--- src/rtl/wdpckr_input_ctrl.sv ---
// wdpckr_input_ctrl: input conditioner in front of the pacman core's in0/in1 ports.
// Decodes PS/2 key events into held-key latches, ORs them with both joysticks, remaps
// directions for the Horz orientation and generates a timed coin pulse from Start presses.
// Outputs are registered, active-low words.
//
// Optional feature: define AUTOFIRE_EN to enable frame-timed autofire on the fire bit.
//
// Ports:
//   CLK         clk_sys, all logic on rising edge
//   RESET_N     asynchronous active-low reset
//   ps2_key     hps_io key event, bit 64 toggles once per event
//   joystick_0  [0]R [1]L [2]D [3]U [4]Fire [5]Start1 [6]Start2 [7]Skip
//   joystick_1  same map, OR-ed with joystick_0
//   rotate      1 = Horz orientation, directions remapped
//   vblank      frame strobe, each rising edge is one frame tick
//   autofire_on autofire enable (only used with AUTOFIRE_EN)
//   in0         ~{2'b00, coin, skip, down, right, left, up}
//   in1         ~{1'b0, start2, start1, fire, 4'b0000}
module wdpckr_input_ctrl #(
  parameter int unsigned COIN_FRAMES     = 4,
  parameter int unsigned GAP_FRAMES      = 8,
  parameter int unsigned AUTOFIRE_FRAMES = 3
) (
  input  logic        CLK,
  input  logic        RESET_N,
  input  logic [64:0] ps2_key,
  input  logic [15:0] joystick_0,
  input  logic [15:0] joystick_1,
  input  logic        rotate,
  input  logic        vblank,
  input  logic        autofire_on,
  output logic [7:0]  in0,
  output logic [7:0]  in1
);

  localparam int unsigned MaxCoinGap = (COIN_FRAMES > GAP_FRAMES) ? COIN_FRAMES : GAP_FRAMES;
  localparam int unsigned MaxFrames  = (MaxCoinGap > AUTOFIRE_FRAMES) ? MaxCoinGap :
                                                                         AUTOFIRE_FRAMES;
  localparam int unsigned CntW = $clog2(MaxFrames + 1);
  localparam logic [CntW-1:0] CoinLimit = CntW'(COIN_FRAMES);
  localparam logic [CntW-1:0] GapLimit  = CntW'(GAP_FRAMES);

  // Key latch indices
  localparam int unsigned KUp     = 0;
  localparam int unsigned KDown   = 1;
  localparam int unsigned KLeft   = 2;
  localparam int unsigned KRight  = 3;
  localparam int unsigned KFire   = 4;
  localparam int unsigned KStart1 = 5;
  localparam int unsigned KStart2 = 6;
  localparam int unsigned KSkip   = 7;

  typedef enum logic [1:0] {StIdle, StCoin, StGap, StHold} coin_st_e;

  logic            key_toggle_q;
  logic [7:0]      keys_q, keys_d;
  logic            vblank_q;
  logic            start_q;
  coin_st_e        state_q, state_d;
  logic [CntW-1:0] cnt_q, cnt_d, cnt_inc;
  logic [7:0]      in0_q, in0_d, in1_q, in1_d;

  logic       key_event, key_pressed, key_ext;
  logic [7:0] key_code;
  logic [15:0] joy;
  logic raw_u, raw_d, raw_l, raw_r, fire_raw, start1, start2, skip;
  logic up, down, left, right, fire;
  logic tick, start_any, coin, start_mask;

  // PS/2 decode
  assign key_event   = ps2_key[64] != key_toggle_q;
  assign key_pressed = ps2_key[15:8] != 8'hF0;
  assign key_ext     = key_pressed ? (ps2_key[15:8] == 8'hE0) : (ps2_key[23:16] == 8'hE0);
  // Events carrying anything in the upper bytes are not plain key codes
  assign key_code    = (|ps2_key[63:24]) ? 8'h00 : ps2_key[7:0];

  always_comb begin
    keys_d = keys_q;
    if (key_event) begin
      case ({key_ext, key_code})
        9'h075, 9'h175: keys_d[KUp]     = key_pressed;
        9'h072, 9'h172: keys_d[KDown]   = key_pressed;
        9'h06B, 9'h16B: keys_d[KLeft]   = key_pressed;
        9'h074, 9'h174: keys_d[KRight]  = key_pressed;
        9'h029, 9'h014: keys_d[KFire]   = key_pressed;
        9'h005:         keys_d[KStart1] = key_pressed;
        9'h006:         keys_d[KStart2] = key_pressed;
        9'h003:         keys_d[KSkip]   = key_pressed;
        default:        ;
      endcase
    end
  end

  // Merge keys with both joysticks, then apply orientation
  assign joy      = joystick_0 | joystick_1;
  assign raw_r    = keys_q[KRight]  | joy[0];
  assign raw_l    = keys_q[KLeft]   | joy[1];
  assign raw_d    = keys_q[KDown]   | joy[2];
  assign raw_u    = keys_q[KUp]     | joy[3];
  assign fire_raw = keys_q[KFire]   | joy[4];
  assign start1   = keys_q[KStart1] | joy[5];
  assign start2   = keys_q[KStart2] | joy[6];
  assign skip     = keys_q[KSkip]   | joy[7];

  assign up    = rotate ? raw_l : raw_u;
  assign down  = rotate ? raw_r : raw_d;
  assign left  = rotate ? raw_d : raw_l;
  assign right = rotate ? raw_u : raw_r;

  assign tick      = vblank & ~vblank_q;
  assign start_any = start1 | start2;

  // Coin sequencer
  always_comb begin
    state_d = state_q;
    cnt_d   = cnt_q;
    cnt_inc = (cnt_q == '1) ? cnt_q : cnt_q + 1'b1;
    case (state_q)
      StIdle: begin
        if (start_any && !start_q) begin
          state_d = StCoin;
          cnt_d   = '0;
        end
      end
      StCoin: begin
        if (tick) begin
          if (cnt_inc >= CoinLimit) begin
            state_d = StGap;
            cnt_d   = '0;
          end else begin
            cnt_d = cnt_inc;
          end
        end
      end
      StGap: begin
        if (tick) begin
          if (cnt_inc >= GapLimit) begin
            state_d = StHold;
            cnt_d   = '0;
          end else begin
            cnt_d = cnt_inc;
          end
        end
      end
      StHold: begin
        if (!start_any) state_d = StIdle;
      end
      default: state_d = StIdle;
    endcase
  end

  // Decoded from the next state so the output register tracks the sequencer with no lag
  assign coin       = state_d == StCoin;
  assign start_mask = (state_d == StCoin) || (state_d == StGap);

`ifdef AUTOFIRE_EN
  localparam int unsigned AfW = $clog2(AUTOFIRE_FRAMES + 1);
  localparam logic [AfW-1:0] AfLimit = AfW'(AUTOFIRE_FRAMES);

  logic           af_phase_q, af_phase_d;
  logic [AfW-1:0] af_cnt_q, af_cnt_d, af_inc;

  assign af_inc = af_cnt_q + 1'b1;

  always_comb begin
    af_cnt_d   = af_cnt_q;
    af_phase_d = af_phase_q;
    if (autofire_on && fire_raw) begin
      if (tick) begin
        if (af_inc >= AfLimit) begin
          af_cnt_d   = '0;
          af_phase_d = ~af_phase_q;
        end else begin
          af_cnt_d = af_inc;
        end
      end
    end else begin
      af_cnt_d   = '0;
      af_phase_d = 1'b0;
    end
  end

  assign fire = fire_raw & ~af_phase_d;

  always_ff @(posedge CLK or negedge RESET_N) begin
    if (!RESET_N) begin
      af_cnt_q   <= '0;
      af_phase_q <= 1'b0;
    end else begin
      af_cnt_q   <= af_cnt_d;
      af_phase_q <= af_phase_d;
    end
  end
`else
  logic unused_autofire;
  assign unused_autofire = autofire_on;
  assign fire = fire_raw;
`endif

  assign in0_d = ~{2'b00, coin, skip, down, right, left, up};
  assign in1_d = ~{1'b0, start2 & ~start_mask, start1 & ~start_mask, fire, 4'b0000};

  // start_q resets high so a Start held through reset does not count as a fresh press
  always_ff @(posedge CLK or negedge RESET_N) begin
    if (!RESET_N) begin
      key_toggle_q <= 1'b0;
      keys_q       <= '0;
      vblank_q     <= 1'b0;
      start_q      <= 1'b1;
      state_q      <= StIdle;
      cnt_q        <= '0;
      in0_q        <= 8'hFF;
      in1_q        <= 8'hFF;
    end else begin
      key_toggle_q <= ps2_key[64];
      keys_q       <= keys_d;
      vblank_q     <= vblank;
      start_q      <= start_any;
      state_q      <= state_d;
      cnt_q        <= cnt_d;
      in0_q        <= in0_d;
      in1_q        <= in1_d;
    end
  end

  assign in0 = in0_q;
  assign in1 = in1_q;

endmodule
--- config.mk ---
export PLATFORM = sky130hd
export DESIGN_NAME = wdpckr_input_ctrl
export DESIGN_NICKNAME = d
export VERILOG_FILES = /design/src/rtl/wdpckr_input_ctrl.sv
export SDC_FILE = /design/constraint.sdc
export NUM_CORES = 1
export LEC_CHECK = 0
export CAP_MARGIN = 10
export CORE_MARGIN = 2
export CORE_UTILIZATION = 31
export DETAILED_ROUTE_END_ITERATION = 12
export GPL_ROUTABILITY_DRIVEN = 0
export GPL_TIMING_DRIVEN = 0
export HOLD_SLACK_MARGIN = 0.02
export PLACE_DENSITY = 0.77
export RECOVER_POWER = 100
export SYNTH_ARGS = -nofsm -noshare
export SYNTH_HDL_FRONTEND = slang
export SYNTH_SLANG_ARGS = --single-unit
--- constraint.sdc ---
create_clock -name CLK -period 1.88 [get_ports CLK]
set_input_delay 0.47 -clock CLK [delete_from_list [all_inputs] [get_ports CLK]]
set_output_delay 0.47 -clock CLK [all_outputs]
set_load 0.005 [all_outputs]
==> results.txt <==
Die Span Y = 75.37 µm
Synth cell count leaders = dfrtp_1, nor3_1, dfstp_2
First DRT Iteration DRCs = 96
Asr flop ratio synth = 1.000
# diodes = 0
Starting Density = 0.3278
Setup-failing EPs final = 2
Cell Chain, Critical Path = clkdlybuf4s15_1 -> or3_4 -> or2_4 -> a211o_1 -> a21oi_2 -> o21ai_2 -> ha_1 -> nand2_1
Root buffer cell = clkbuf_8
RSZ-0062 raised after global routing = true
Post-synthesis register bit count = 26
Largest stage delay, worst path = 360 ps
# nets final = 381
Average vias per placed instance = 4.710
CP max stage cell = or3_4
DPL Wire Length = 3377 µm
First drt pass iteration count = 4
ANT nets after route = 0
GR Overflow Total = 0
Required time worst endpoint = 2090 ps
Final hold vios = 0
EDFF count, synth = 0
Yosys cell types = 45
Kind of critical path = input pin to register
Tmin final = 1898 ps
Final setup margin = -17.91 ps
Layout Skew = 2.979 ps
Layout Cells excl Fill = 338
Design Power = 1914 µW
Top cell type's share of synthesized area = 0.2536
Final Max Slew Viols = 0
DR vias = 1,592
Peak VDD IR = 0.0005065 V
Core area = 4817 µm²
P per Cell Area = 655.9 nW/µm²
Total die area = 5681 µm²
CTS tree = done
Worst-Margin Slew = 522.1 ps
Top-Level Pins = 118
Wire per inst = 13.30 µm
Cell Area, Synth = 1579 µm²
Seq/Total Area, Yosys = 0.4200
Max FO, Critical Path = 3
Top post-synthesis cells by area = dfrtp_1, dfstp_2, ha_1
Failing checks = negative setup slack
Hold slack = 413.3 ps
Pleak = 0.001293 µW
Cts bufs inserted = 3
H-Tree Depth = 1
Synth Warn # = 0
First-pass GRT wire length = 6989 µm
Share of layout cells above drive strength 1 = 0.2694
# rows = 25
Initial antenna violation count = 0
Total track usage = 0.1587
Die width = 75.37 µm
Cell area after layout = 2918 µm²
Dpl ws = -609.9 ps
Port bufs = 93
Post-Place Cells = 319
Primary FF master, synth = dfrtp_1
Avg Cell Area, Syn = 10.32 µm²
Pin count of the biggest net entering global routing = 27
Run status = complete, but fails checks
Post-synth top area cell = dfrtp_1
Critical path data arrival time = 2110 ps
Area Overhead vs Synth = 84.79%
Clock-pin slew on the worst setup and hold paths = 90 ps
Worst hold path class = register to register
Worst relative slew slack = 0.6519
Clock Path Buffers = 2
Element type at the critical path end = register
Vias in the first global route = 1,634
Critical Path Start Type = input pin
Max-cap violations = 0
Max frequency = 526.9 MHz
Total wire length = 4495 µm
Cells after Synth = 153
Final worst path period share = 1.010
Top-count cell post-synth = dfrtp_1
Clk Latency, worst-skew pair = 260 ps
Residual DRC = 0
Post-DP Area = 2621 µm²
Sink Count = 26
[flip-flops by register name, indices dropped and copies added (netlist names)]
| signal | count |
|---|---|
| cnt_q | 4 |
| in0 | 6 |
| in1 | 3 |
| key_toggle_q | 1 |
| keys_q | 8 |
| start_q | 1 |
| state_q | 2 |
| vblank_q | 1 |
[per-layer routing]
layer  GRT usage  part of all wire  vias to the layer above
li1            -                 -                      794
met3     0.03836             0.051                        8
met5           0                 0                        -
met2      0.2986              0.55                       48
met1      0.1868              0.38                      742
met4     0.02144             0.019                        0
[worst paths after layout]
path	cells after the start	slack [ps]	from	end
worst max-delay path	8	-20	joystick_1[6]	in1[6]
worst min-delay path	1	410	keys_q[4]	in1[4]
worst max register to register	7	0	keys_q[6]	in1[6]
worst min register to register	1	410	keys_q[4]	in1[4]
max in group asynchronous	2	600	RESET_N	start_q
min in group asynchronous	1	500	RESET_N	keys_q[3]
[cell usage in the layout, fill, tap and decap left out, types with 2 or more instances in the layout]
cell type,synthesis,layout
nor3_1,11,10
clkbuf_2,0,2
a21oi_1,8,6
mux2_1,7,5
mux2_4,1,3
conb_1,1,7
a21o_1,2,2
dlygate4sd2_1,0,24
clkdlybuf4s50_1,0,43
nand4_1,3,3
nand2b_1,6,5
nor4_1,9,2
and2_1,3,3
nand2_1,6,6
nor4_2,0,7
o21ai_2,1,2
dfrtp_1,16,16
ha_1,7,6
buf_4,7,20
dfstp_2,10,10
nand4b_1,5,5
clkbuf_8,0,4
dlygate4sd3_1,0,5
a21oi_2,0,2
a31oi_1,3,3
clkdlybuf4s15_1,0,10
nor2_1,5,5
mux2_2,4,4
or3_4,0,2
dlymetal6s2s_1,0,9
inv_1,6,6
nand3_1,6,6
[final cells by class]
| class | count | area (µm²) |
|---|---|---|
| plain buffers | 7 | 52.55 |
| multi-input cells | 120 | 1013 |
| inverters | 6 | 22.52 |
| repair buffers | 108 | 1027 |
| fillers | 423 | 1899 |
| clock buffers | 4 | 55.05 |
| well taps | 67 | 83.83 |
| flip-flops and latches | 26 | 663.1 |
[per-stage QoR]
step | utilization | TNS, ps
floorplan | - | -153.8
global placement | 0.5442 | -6985
detailed placement | 0.5442 | -7205
CTS | 0.5831 | -68.56
global route | 0.6057 | -603.6
finish | 0.6057 | -28.32
[critical path, delay by kind of cell]
family / cells / cell delay, ps
adder cells (fa/ha/maj): 1 / 280
buffers and inverters: 1 / 170
AND/OR/NAND/NOR: 3 / 710
AO/OA/AOI/OAI: 3 / 480
[kinds of logic after synthesis]
group / share of synthesized area
AOI/OAI and AO/OA: 0.1046
xor gates and xnor gates: 0.005548
adders and majority gates: 0.05546
buffers and inverters: 0.04754
DFF: 0.4200
muxes: 0.09429
other: 0.002375
and+or+nand+nor: 0.2702
[power breakdown]
group / switching (µW) / internal (µW)
clock network: 170 / 187
logic: 366 / 489
registers: 41.3 / 660
[what timing repair did]
| action | in CTS | in global routing |
|---|---|---|
| pin swaps | 24 | 19 |
| resized for setup | 61 | 27 |
| buffers inserted | 11 | 3 |
| setup endpoints to repair | 14 | 16 |
| hold buffers | 0 | 0 |
(Power assumes the default switching activity.)
